[src/rtl/mul8_shift_add_ctrl_pkg.sv]
// Shared types and constants for the shift-add multiplier.
// State encoding and default widths.
package mul8_shift_add_ctrl_pkg;

  localparam int DEF_WIDTH = 8;
  localparam int DEF_CNT_W = 3;

  typedef enum logic [1:0] {
    IDLE = 2'b00,
    RUN  = 2'b01,
    DONE = 2'b10
  } state_t;

endpackage

[src/rtl/mul8_shift_add_ctrl_fa8b.sv]
// 8-bit ripple-carry adder built from full-adder cells.
// Shared by the sequential and array multipliers.
module FA8b (
  input  logic [7:0] a,
  input  logic [7:0] b,
  input  logic       cin,
  output logic [7:0] sum,
  output logic       cout
);

  logic [8:0] c;

  assign c[0] = cin;

  genvar i;
  generate
    for (i = 0; i < 8; i++) begin : g_fa
      assign sum[i] = a[i] ^ b[i] ^ c[i];
      assign c[i+1] = (a[i] & b[i]) |
                      (a[i] & c[i]) |
                      (b[i] & c[i]);
    end
  endgenerate

  assign cout = c[8];

endmodule

[src/rtl/mul8_shift_add_ctrl.sv]
// Sequential shift-add multiplier: one adder reused over
// WIDTH iterations, valid/ready on both sides.
module mul8_shift_add_ctrl
  import mul8_shift_add_ctrl_pkg::*;
#(
  parameter int WIDTH = DEF_WIDTH,
  parameter int CNT_W = DEF_CNT_W
) (
  input  logic               clk,
  input  logic               rst_n,
  input  logic               in_valid,
  output logic               in_ready,
  input  logic [WIDTH-1:0]   a,
  input  logic [WIDTH-1:0]   b,
  output logic               out_valid,
  input  logic               out_ready,
  output logic [2*WIDTH-1:0] product,
  output logic               busy
);

  state_t           state;
  state_t           state_n;
  logic [CNT_W-1:0] cnt;
  logic [WIDTH-1:0] mcand;
  logic [WIDTH-1:0] acc;
  logic [WIDTH-1:0] mq;
  logic [WIDTH-1:0] addend;
  logic [WIDTH-1:0] sum;
  logic             cout;
  logic             last;

  assign addend = mq[0] ? mcand : '0;
  assign last   = (cnt == CNT_W'(WIDTH - 1));

  FA8b u_add (
    .a    (acc),
    .b    (addend),
    .cin  (1'b0),
    .sum  (sum),
    .cout (cout)
  );

  // State register with synchronous reset
  always_ff @(posedge clk) begin
    if (!rst_n) state <= IDLE;
    else        state <= state_n;
  end

  // Next-state logic; the unused encoding falls back to IDLE
  always_comb begin
    state_n = IDLE;
    unique case (state)
      IDLE: state_n = (in_valid && in_ready) ? RUN : IDLE;
      RUN:  state_n = last ? DONE : RUN;
      DONE: state_n = out_ready ? IDLE : DONE;
      default: state_n = IDLE;
    endcase
  end

  // Handshake and status outputs decoded from state
  always_comb begin
    in_ready  = 1'b0;
    out_valid = 1'b0;
    busy      = 1'b0;
    unique case (state)
      IDLE: in_ready  = rst_n;
      RUN:  busy      = 1'b1;
      DONE: out_valid = 1'b1;
      default: in_ready = 1'b0;
    endcase
  end

  // Operand capture and per-iteration add-and-shift
  always_ff @(posedge clk) begin
    if (!rst_n) begin
      cnt   <= '0;
      mcand <= '0;
      acc   <= '0;
      mq    <= '0;
    end else if (state == IDLE && in_valid && in_ready) begin
      cnt   <= '0;
      mcand <= a;
      acc   <= '0;
      mq    <= b;
    end else if (state == RUN) begin
      cnt   <= cnt + CNT_W'(1);
      acc   <= {cout, sum[WIDTH-1:1]};
      mq    <= {sum[0], mq[WIDTH-1:1]};
    end
  end

  assign product = {acc, mq};

endmodule

[config.mk]
export PLATFORM = sky130hd
export DESIGN_NAME = mul8_shift_add_ctrl
export DESIGN_NICKNAME = d
export VERILOG_FILES = /design/src/rtl/mul8_shift_add_ctrl_pkg.sv /design/src/rtl/mul8_shift_add_ctrl_fa8b.sv /design/src/rtl/mul8_shift_add_ctrl.sv
export SDC_FILE = /design/constraint.sdc
export NUM_CORES = 1
export LEC_CHECK = 0
export CAP_MARGIN = 20
export CORE_ASPECT_RATIO = 1.4
export CORE_MARGIN = 2
export CORE_UTILIZATION = 43
export DETAILED_ROUTE_END_ITERATION = 6
export GPL_TIMING_DRIVEN = 0
export PLACE_DENSITY_LB_ADDON = 0.05
export REMOVE_ABC_BUFFERS = 1
export SLEW_MARGIN = 20
export SYNTH_ARGS = -nofsm -noshare
export SYNTH_HDL_FRONTEND = slang
export SYNTH_SLANG_ARGS = --single-unit
[constraint.sdc]
create_clock -name clk -period 4.3 [get_ports clk]
set_input_delay 0.86 -clock clk [delete_from_list [all_inputs] [get_ports clk]]
set_output_delay 0.86 -clock clk [all_outputs]
set_load 0.005 [all_outputs]
==> results of run 1 <==
==> metrics by stage <==
step / std cells / hold WS [ns] / instance area (sq um) / total power [mW] / setup slack (ns)
6_report: 237 / 0.454 / 1900 / 0.617 / 0.592
4_1_cts: 237 / 0.457 / 1900 / 0.630 / 0.530
5_1_grt: 237 / 0.477 / 1900 / 0.649 / 0.373
3_3_place_gp: 228 / 0.440 / 1780 / 0.374 / 0.618
3_5_place_dp: 229 / 0.448 / 1790 / 0.378 / 0.548
2_1_floorplan: 150 / 0.430 / 1350 / 0.330 / 0.785
==> worst max path at each step <==
stage	to	slack, ns	depth (start not counted)	start
global placement	acc[6]$_SDFFE_PP0P_	0.62	13	mq[0]$_SDFFE_PN0P_
CTS	acc[6]$_SDFFE_PP0P_	0.53	13	mq[0]$_SDFFE_PN0P_
global route	acc[6]$_SDFFE_PP0P_	0.37	13	mq[0]$_SDFFE_PN0P_
floorplan	acc[6]$_SDFFE_PP0P_	0.79	13	mq[0]$_SDFFE_PN0P_
detailed placement	acc[6]$_SDFFE_PP0P_	0.55	13	mq[0]$_SDFFE_PN0P_
finish	acc[6]$_SDFFE_PP0P_	0.59	13	mq[0]$_SDFFE_PN0P_
==> registers in the layout (all words and copies together) (netlist names) <==
name / flops
mq: 8
acc: 8
mcand: 8
state: 2
cnt: 3
==> power by group through the flow <==
stage / Sequential, mW / Combinational, mW / Clock [mW]
2_1_floorplan: 0.295 / 0.0348 / 0
3_3_place_gp: 0.296 / 0.0781 / 0
3_5_place_dp: 0.297 / 0.0810 / 0
5_1_grt: 0.293 / 0.0902 / 0.266
4_1_cts: 0.291 / 0.0812 / 0.257
6_report: 0.291 / 0.0800 / 0.246
==> worst max-delay path, stage by stage, from the launching register on <==
cell	delay (ns)
dfxtp_1	0.40
and2_1	0.20
ha_1	0.18
fa_1	0.36
inv_1	0.08
fa_1	0.17
inv_1	0.05
fa_1	0.39
fa_1	0.39
fa_1	0.38
fa_1	0.36
inv_1	0.07
fa_1	0.41
a211oi_2	0.18
==> layout make-up <==
cell class,count,area (sq um),share of cell area
tap,40,50.0,0.0264
sequential,29,581,0.306
clock inverter,1,5.00,0.00264
clock buffer,7,96.3,0.0508
timing repair buffer,39,388,0.205
multi-input combinational,113,741,0.391
inverter,8,35.0,0.0185
==> cells by family after synthesis <==
group / count (synthesis) / share of synthesized area
compound gates: 43 / 0.184
xor+xnor: 1 / 0.00603
fa+ha+maj: 10 / 0.122
buf+inv: 18 / 0.0939
flops: 29 / 0.400
mux: 1 / 0.00775
simple gates: 58 / 0.186
==> layer usage <==
layer	vias up	GRT usage	share of wire
li1	595	-	-
met1	550	0.202	0.42
met2	32	0.313	0.52
met3	2	0.0574	0.056
met4	0	0.0513	0.0088
met5	-	0	0
==> cells in the mapped netlist <==
cell / number / area, sq um
inv_1: 7 / 26.3
mux2_2: 1 / 11.3
and2_1: 6 / 37.5
buf_2: 1 / 5.00
clkbuf_1: 1 / 3.75
a211oi_2: 3 / 37.5
o31ai_1: 1 / 7.51
and4bb_4: 1 / 16.3
xnor2_1: 1 / 8.76
buf_6: 3 / 33.8
fa_1: 7 / 140
nor2b_1: 1 / 6.26
nor3b_1: 2 / 15.0
buf_4: 2 / 15.0
ha_1: 3 / 37.5
buf_8: 2 / 30.0
a21oi_1: 20 / 100
a31oi_1: 1 / 6.26
a21oi_2: 1 / 8.76
a21boi_1: 3 / 22.5
nor2_1: 4 / 15.0
dfxtp_1: 29 / 581
nand4bb_1: 1 / 11.3
nand2_1: 41 / 154
and2b_2: 1 / 8.76
a21boi_0: 5 / 37.5
clkbuf_8: 1 / 13.8
nand2b_1: 1 / 6.26
inv_6: 1 / 8.76
a22oi_1: 1 / 7.51
o21ai_0: 8 / 40.0
==> impl_metrics.json, run 1 <==
{
  "outcome": "completed",
  "die_area_sq_mm": 0.00387,
  "switching_share": 0.239,
  "max_slew_margin": 0.470,
  "setup_viol": 0,
  "post_cts_buffers": 0,
  "cts_root_buf": "clkbuf_8",
  "viasPerCell": 4.97,
  "grt_use_total": 0.178,
  "postCtsHoldBufs": 0,
  "vias": 1179,
  "tightest_slew_ns": 0.795,
  "clock_skew_ns": 0.00477,
  "firstDrtPassIters": 4,
  "max_freq_mhz": 270,
  "critPathMaxFanout": 10,
  "clk_pin_slew_ns": 0.06,
  "cts_htree_levels": 2,
  "ys_seq_area_frac": 0.400,
  "drive_gt1_frac": 0.0914,
  "drtIter0Drc": 30,
  "min_from": "mcand[4]$_SDFFE_PN0P_",
  "rows": 25,
  "arrival_ns": 3.91,
  "slew_violations": 0,
  "clkPwrFrac": 0.399,
  "cts.repair.resized": 0,
  "areaGrowthSynthToFinish_pct": 30.5,
  "min_to": "mcand[4]$_SDFFE_PN0P_",
  "combPwrFrac": 0.130,
  "critPathCaptureType": "register",
  "powerDensity_mw_per_mm2": 325,
  "place_congestion": 0.677,
  "nFillCells": 327,
  "cts_buffers": 5,
  "synth.distinct_cells": 31,
  "reg2reg_to": "acc[6]$_SDFFE_PP0P_",
  "wl_um": 2960,
  "final_common_cell": "nand2_1",
  "r2r_cells": 13,
  "antenna_found_initial": 0,
  "leakage_nw": 0.696,
  "initial_utilization": 0.438,
  "cp-start-kind": "register",
  "ant_nets": 0,
  "worstSetupPathType": "reg -> reg",
  "diodes": 0,
  "r2r_slack_ns": 0.59,
  "hpwl_um": 2110,
  "routedWlPerCell_um": 12.5,
  "grt_pass1_wl_um": 5120,
  "grt_pass1_vias": 1193,
  "drc_errors": 0,
  "syn_area_sq_mm": 0.00145,
  "maxCapViolCount": 0,
  "reg2reg_from": "mq[0]$_SDFFE_PN0P_",
  "finalNetCount": 226,
  "p_int_mw": 0.470,
  "worstHoldPathCells": 2,
  "synth_area_per_cell_sq_um": 9.08,
  "seq_power_share": 0.471,
  "hold_class": "reg -> reg",
  "pin_count": 39,
  "ir_drop_uv": 321,
  "fin_tns_setup_ns": 0,
  "insertion_delay_ns": 0.28,
  "clock_path_buffers": 2,
  "die_h_um": 72.8,
  "grt_setup_unrepaired": "no",
  "grt_max_degree": 25,
  "die_x_um": 53.1,
  "syn_inst": 160,
  "overflow": 0,
  "layout_common_cells": "nand2_1, clkdlybuf4s50_1, dfxtp_1",
  "cts_tree": "yes",
  "synth_seq_cells": 29,
  "fin_crit_sh": 0.862,
  "core_sq_mm": 0.00332,
  "io_buffers": 38,
  "finalHoldViolCount": 0,
  "utilization": 0.572,
  "min_period_ns": 3.71,
  "required_ns": 4.50,
  "ys_warn_count": 0,
  "switching_power_mw": 0.147,
  "cts_num_sinks": 29
}
(Power assumes the default switching activity.)
==> run 2: changes to the inputs <==
SYNTH_HIERARCHICAL = 1   (was default)
==> impl_metrics.json, run 2 <==
{
  "synth_most_common_cell": "nand2_1",
  "max_freq_mhz": 249,
  "synth_common_cells": "nand2_1, dfxtp_1, a21oi_1",
  "grt_pass1_vias": 1118,
  "cts.repair.resized": 0,
  "dp_slack_ns": 0.297,
  "slew_violations": 0,
  "grt_use_total": 0.178,
  "cts_tree": "yes",
  "reg2reg_from": "mq[0]$_SDFFE_PN0P_",
  "io_buffers": 38,
  "numPlacedInstances": 237,
  "cp_cell_sequence": "and2_1, inv_1, fa_1, inv_1, fa_1, fa_1, fa_1, fa_1, fa_1, fa_1, inv_1, fa_1, inv_1, nand2_1, a21oi_1",
  "clock_skew_ns": 0.00357,
  "required_ns": 4.51,
  "areaGrowthSynthToFinish_pct": 29.7,
  "synth.distinct_cells": 29,
  "cts_htree_levels": 2,
  "synthFlopType": "dfxtp_1",
  "vias": 1202,
  "antenna_found_initial": 0,
  "synthArstFlopShare": 0,
  "outcome": "completed",
  "reg2reg_to": "acc[6]$_SDFFE_PP0P_",
  "viasPerCell": 4.91,
  "min_period_ns": 4.02,
  "nFillCells": 326,
  "syn_area_sq_mm": 0.00145,
  "setup_ws_ns": 0.283,
  "finalNetCount": 234,
  "post_cts_buffers": 0,
  "tightest_slew_ns": 0.861,
  "layout_common_cells": "nand2_1, clkdlybuf4s50_1, dfxtp_1",
  "arrival_ns": 4.22,
  "setup_viol": 0,
  "powerDensity_mw_per_mm2": 304,
  "finalHoldViolCount": 0,
  "final_cell_count_no_fill": 245,
  "cts_root_buf": "clkbuf_8",
  "diodes": 0,
  "synth_area_leaders": "dfxtp_1, nand2_1, fa_1, a21oi_1, and2_1",
  "insertion_delay_ns": 0.28,
  "cts_buffers": 5,
  "worstHoldPathCells": 2,
  "initial_utilization": 0.438,
  "min_to": "mcand[0]$_SDFFE_PN0P_",
  "synth_area_per_cell_sq_um": 8.60,
  "cts_num_sinks": 29,
  "drive_gt1_frac": 0.0488,
  "r2r_slack_ns": 0.28,
  "grt_setup_unrepaired": "no",
  "firstDrtPassIters": 4,
  "cpPeakStageDelay_ns": 0.42,
  "grt_pass1_wl_um": 4970,
  "place_congestion": 0.690,
  "syn_inst": 169,
  "min_from": "mcand[0]$_SDFFE_PN0P_",
  "wl_um": 2990,
  "routedWlPerCell_um": 12.2,
  "pin_count": 39,
  "synth_top_area_share": 0.400,
  "maxCapViolCount": 0,
  "path_common_cell": "fa_1",
  "worstSetupPathType": "reg -> reg",
  "grt_max_degree": 23,
  "top_regs": "acc (8), mcand (8), mq (8)",
  "yosys.area.top_type": "dfxtp_1",
  "critPathMaxFanout": 10,
  "r2r_cells": 15,
  "fin_crit_sh": 0.934,
  "ant_nets": 0,
  "critPathCaptureType": "register",
  "postCtsHoldBufs": 0,
  "cp-start-kind": "register",
  "ir_drop_uv": 215,
  "synth_seq_cells": 29,
  "leakage_nw": 0.710,
  "max_slew_margin": 0.422,
  "ys_seq_area_frac": 0.400,
  "synth-edff-count": 0,
  "core_sq_mm": 0.00332,
  "die_area_sq_mm": 0.00387,
  "clock_path_buffers": 2,
  "hpwl_um": 2060,
  "drtIter0Drc": 27,
  "fin_tns_setup_ns": 0,
  "final_common_cell": "nand2_1",
  "cpMaxStageDelayCell": "fa_1",
  "overflow": 0,
  "die_h_um": 72.8,
  "die_x_um": 53.1,
  "hold_class": "reg -> reg",
  "ys_warn_count": 6,
  "drc_errors": 0,
  "rows": 25,
  "clk_pin_slew_ns": 0.06
}
-- run 2: worst max-delay path by stage --
stage,from,depth (start not counted),endpoint
floorplan,mq[0]$_SDFFE_PN0P_,15,acc[6]$_SDFFE_PP0P_
global placement,mq[0]$_SDFFE_PN0P_,15,acc[6]$_SDFFE_PP0P_
detailed placement,mq[0]$_SDFFE_PN0P_,15,acc[6]$_SDFFE_PP0P_
CTS,mq[0]$_SDFFE_PN0P_,15,acc[6]$_SDFFE_PP0P_
global route,mq[0]$_SDFFE_PN0P_,15,acc[6]$_SDFFE_PP0P_
finish,mq[0]$_SDFFE_PN0P_,15,acc[6]$_SDFFE_PP0P_
-- run 2: critical path, delay by kind of cell (launching register included) --
family                   cells  cell delay (ns)
AO/OA/AOI/OAI                1             0.12
adder cells (fa/ha/maj)      8             2.93
AND/OR/NAND/NOR              2             0.24
flip-flops                   1             0.41
buffers and inverters        4             0.25
-- run 2: power by group --
part | leakage [nW] | total, mW | switching [mW] | internal (mW)
logic | 0.435 | 0.0727 | 0.0328 | 0.0399
clock network | 0.0395 | 0.211 | 0.0966 | 0.115
registers | 0.236 | 0.288 | 0.00876 | 0.279
-- run 2: layer usage --
layer,share of wire,global-route usage,vias to the layer above
li1,-,-,609
met1,0.42,0.214,552
met2,0.50,0.286,35
met3,0.062,0.0574,6
met4,0.019,0.0769,0
met5,0,0,-
-- run 2: stage by stage --
step	cell area (sq um)	util	hold slack [ns]	total power [mW]
floorplan	1370	-	0.430	0.323
global placement	1800	0.543	0.441	0.365
detailed placement	1800	0.544	0.454	0.367
CTS	1880	0.568	0.462	0.580
global route	1880	0.568	0.480	0.601
finish	1880	0.568	0.458	0.572
-- run 2: final cells by class --
type,count,area [sq um],area share
Multi-Input combinational cell,117,742,0.394
Sequential cell,29,581,0.308
Timing Repair Buffer,38,380,0.202
Clock buffer,8,80.1,0.0425
Inverter,13,51.3,0.0272
Tap cell,40,50.0,0.0266
-- run 2: cell families (layout without fill, tap and decap cells) --
logic type               count (synthesis)  after routing  synth area share
buffers and inverters                   23             59            0.0930
AO/OA/AOI/OAI                           43             43             0.166
XOR/XNOR                                 1              1           0.00603
flip-flops                              29             29             0.400
multiplexers                             1              1           0.00775
adder cells (fa/ha/maj)                 10             10             0.127
other                                    1              1           0.00258
AND/OR/NAND/NOR                         61             61             0.197
==> run 3: changes to the inputs <==
GPL_TIMING_DRIVEN = default   (was 0)
==> impl_metrics.json, run 3 (synthesized netlist as in run 2, its figures left out) <==
{
  "outcome": "completed",
  "finalNetCount": 237,
  "core_sq_mm": 0.00332,
  "dr_wl_met2_um": 1430,
  "cts_tree": "yes",
  "cts.repair.resized": 0,
  "slew_violations": 0,
  "viasPerCell": 4.92,
  "place_congestion": 0.707,
  "die_area_sq_mm": 0.00387,
  "dp_slack_ns": 0.499,
  "layout_common_cells": "nand2_1, clkdlybuf4s50_1, dfxtp_1",
  "critPathCaptureType": "register",
  "max_slew_margin": 0.439,
  "p_int_mw": 0.448,
  "die_h_um": 72.8,
  "max_freq_mhz": 261,
  "insertion_delay_ns": 0.27,
  "clkPwrFrac": 0.378,
  "grt_setup_unrepaired": "no",
  "arrival_ns": 4.04,
  "postCtsHoldBufs": 0,
  "drive_gt1_frac": 0.0628,
  "worstSetupPathType": "reg -> reg",
  "reg2reg_to": "acc[6]$_SDFFE_PP0P_",
  "firstDrtPassIters": 4,
  "top_regs": "acc (8), mcand (8), mq (8)",
  "ir_drop_uv": 251,
  "ant_nets": 0,
  "clk_pin_slew_ns": 0.06,
  "fin_crit_sh": 0.893,
  "rows": 25,
  "hpwl_um": 2070,
  "wl_um": 3000,
  "leakage_nw": 0.729,
  "r2r_slack_ns": 0.46,
  "cp-start-kind": "register",
  "cts_root_buf": "clkbuf_8",
  "grt_pass1_wl_um": 4950,
  "clock_path_buffers": 2,
  "cts_buffers": 5,
  "io_buffers": 38,
  "maxCapViolCount": 0,
  "cts_num_sinks": 29,
  "reg2reg_from": "mq[0]$_SDFFE_PN0P_",
  "highest_layer": "met4",
  "vias": 1216,
  "final_common_cell": "nand2_1",
  "fin_tns_setup_ns": 0,
  "min_period_ns": 3.84,
  "antenna_found_initial": 0,
  "setup_viol": 0,
  "route.met3.wl_um": 158,
  "r2r_cells": 15,
  "seq_power_share": 0.491,
  "m1WireLength_um": 1360,
  "combPwrFrac": 0.131,
  "grt_max_degree": 23,
  "required_ns": 4.50,
  "initial_utilization": 0.438,
  "switching_power_mw": 0.135,
  "grt_pass1_vias": 1111,
  "die_x_um": 53.1,
  "switching_share": 0.232,
  "powerDensity_mw_per_mm2": 306,
  "routedWlPerCell_um": 12.1,
  "setup_ws_ns": 0.462,
  "drtIter0Drc": 15,
  "pin_count": 39,
  "clock_skew_ns": 0.00267,
  "areaGrowthSynthToFinish_pct": 31.4,
  "overflow": 0,
  "cts_htree_levels": 2,
  "critPathMaxFanout": 2,
  "hold_class": "reg -> reg",
  "grt_use_total": 0.175,
  "diodes": 0,
  "tightest_slew_ns": 0.842,
  "drc_errors": 0,
  "crit_start": "mq[0]$_SDFFE_PN0P_",
  "post_cts_buffers": 0,
  "critPathCapture": "acc[6]$_SDFFE_PP0P_",
  "finalHoldViolCount": 0
}
-- run 3: cell count changes in the layout (fill, tap and decap cells not counted) --
cell / previous run / this run
buf_4: 0 / 3
o31ai_1: 0 / 1
clkbuf_8: 5 / 6
o31ai_2: 1 / 0
clkbuf_1: 3 / 1
-- run 3: power by group through the flow --
stage | clock network (mW) | logic (mW) | registers, mW
global route | 0.242 | 0.0846 | 0.288
floorplan | 0 | 0.0307 | 0.292
finish | 0.221 | 0.0761 | 0.286
CTS | 0.229 | 0.0771 | 0.286
detailed placement | 0 | 0.0767 | 0.292
global placement | 0 | 0.0754 | 0.292
-- run 3: how the worst min path moves through the flow --
stage | startpoint | to | cells after the start
floorplan | mcand[4]$_SDFFE_PN0P_ | mcand[4]$_SDFFE_PN0P_ | 2
global placement | mcand[4]$_SDFFE_PN0P_ | mcand[4]$_SDFFE_PN0P_ | 2
detailed placement | mcand[6]$_SDFFE_PN0P_ | mcand[6]$_SDFFE_PN0P_ | 2
CTS | mcand[6]$_SDFFE_PN0P_ | mcand[6]$_SDFFE_PN0P_ | 2
global route | mcand[7]$_SDFFE_PN0P_ | mcand[7]$_SDFFE_PN0P_ | 2
finish | mcand[6]$_SDFFE_PN0P_ | mcand[6]$_SDFFE_PN0P_ | 2
-- run 3: area by class of cell --
| cell class | instances | area (sq um) |
|---|---|---|
| flip-flops and latches | 29 | 581 |
| fillers | 326 | 1410 |
| inverters | 13 | 51.3 |
| repair buffers | 41 | 403 |
| well taps | 40 | 50.0 |
| multi-input cells | 117 | 737 |
| clock buffers | 7 | 86.3 |
-- run 3: critical path: stages (launching register included) --
cell and delay (ns):
dfxtp_1 0.31, and2_1 0.15, inv_1 0.08, fa_1 0.17, inv_1 0.06, fa_1 0.38, fa_1 0.40, fa_1 0.39
fa_1 0.38, fa_1 0.39, fa_1 0.36, inv_1 0.07, fa_1 0.41, inv_1 0.07, nand2_1 0.04, a21oi_1 0.11
-- run 3: per-stage QoR --
stage               utilization  area, sq um  power (mW)  instances  hold WS, ns
finish                    0.575         1910       0.583        247        0.449
global placement          0.549         1820       0.367        240        0.437
detailed placement        0.549         1820       0.369        240        0.443
CTS                       0.575         1910       0.592        247        0.451
global route              0.575         1910       0.614        247        0.481
floorplan                     -         1370       0.323        159        0.430
-- run 3: routing by layer --
metal	global-route usage	up-vias
met5	0	-
met4	0.0684	0
met2	0.281	36
met3	0.0533	6
met1	0.217	559
li1	-	615
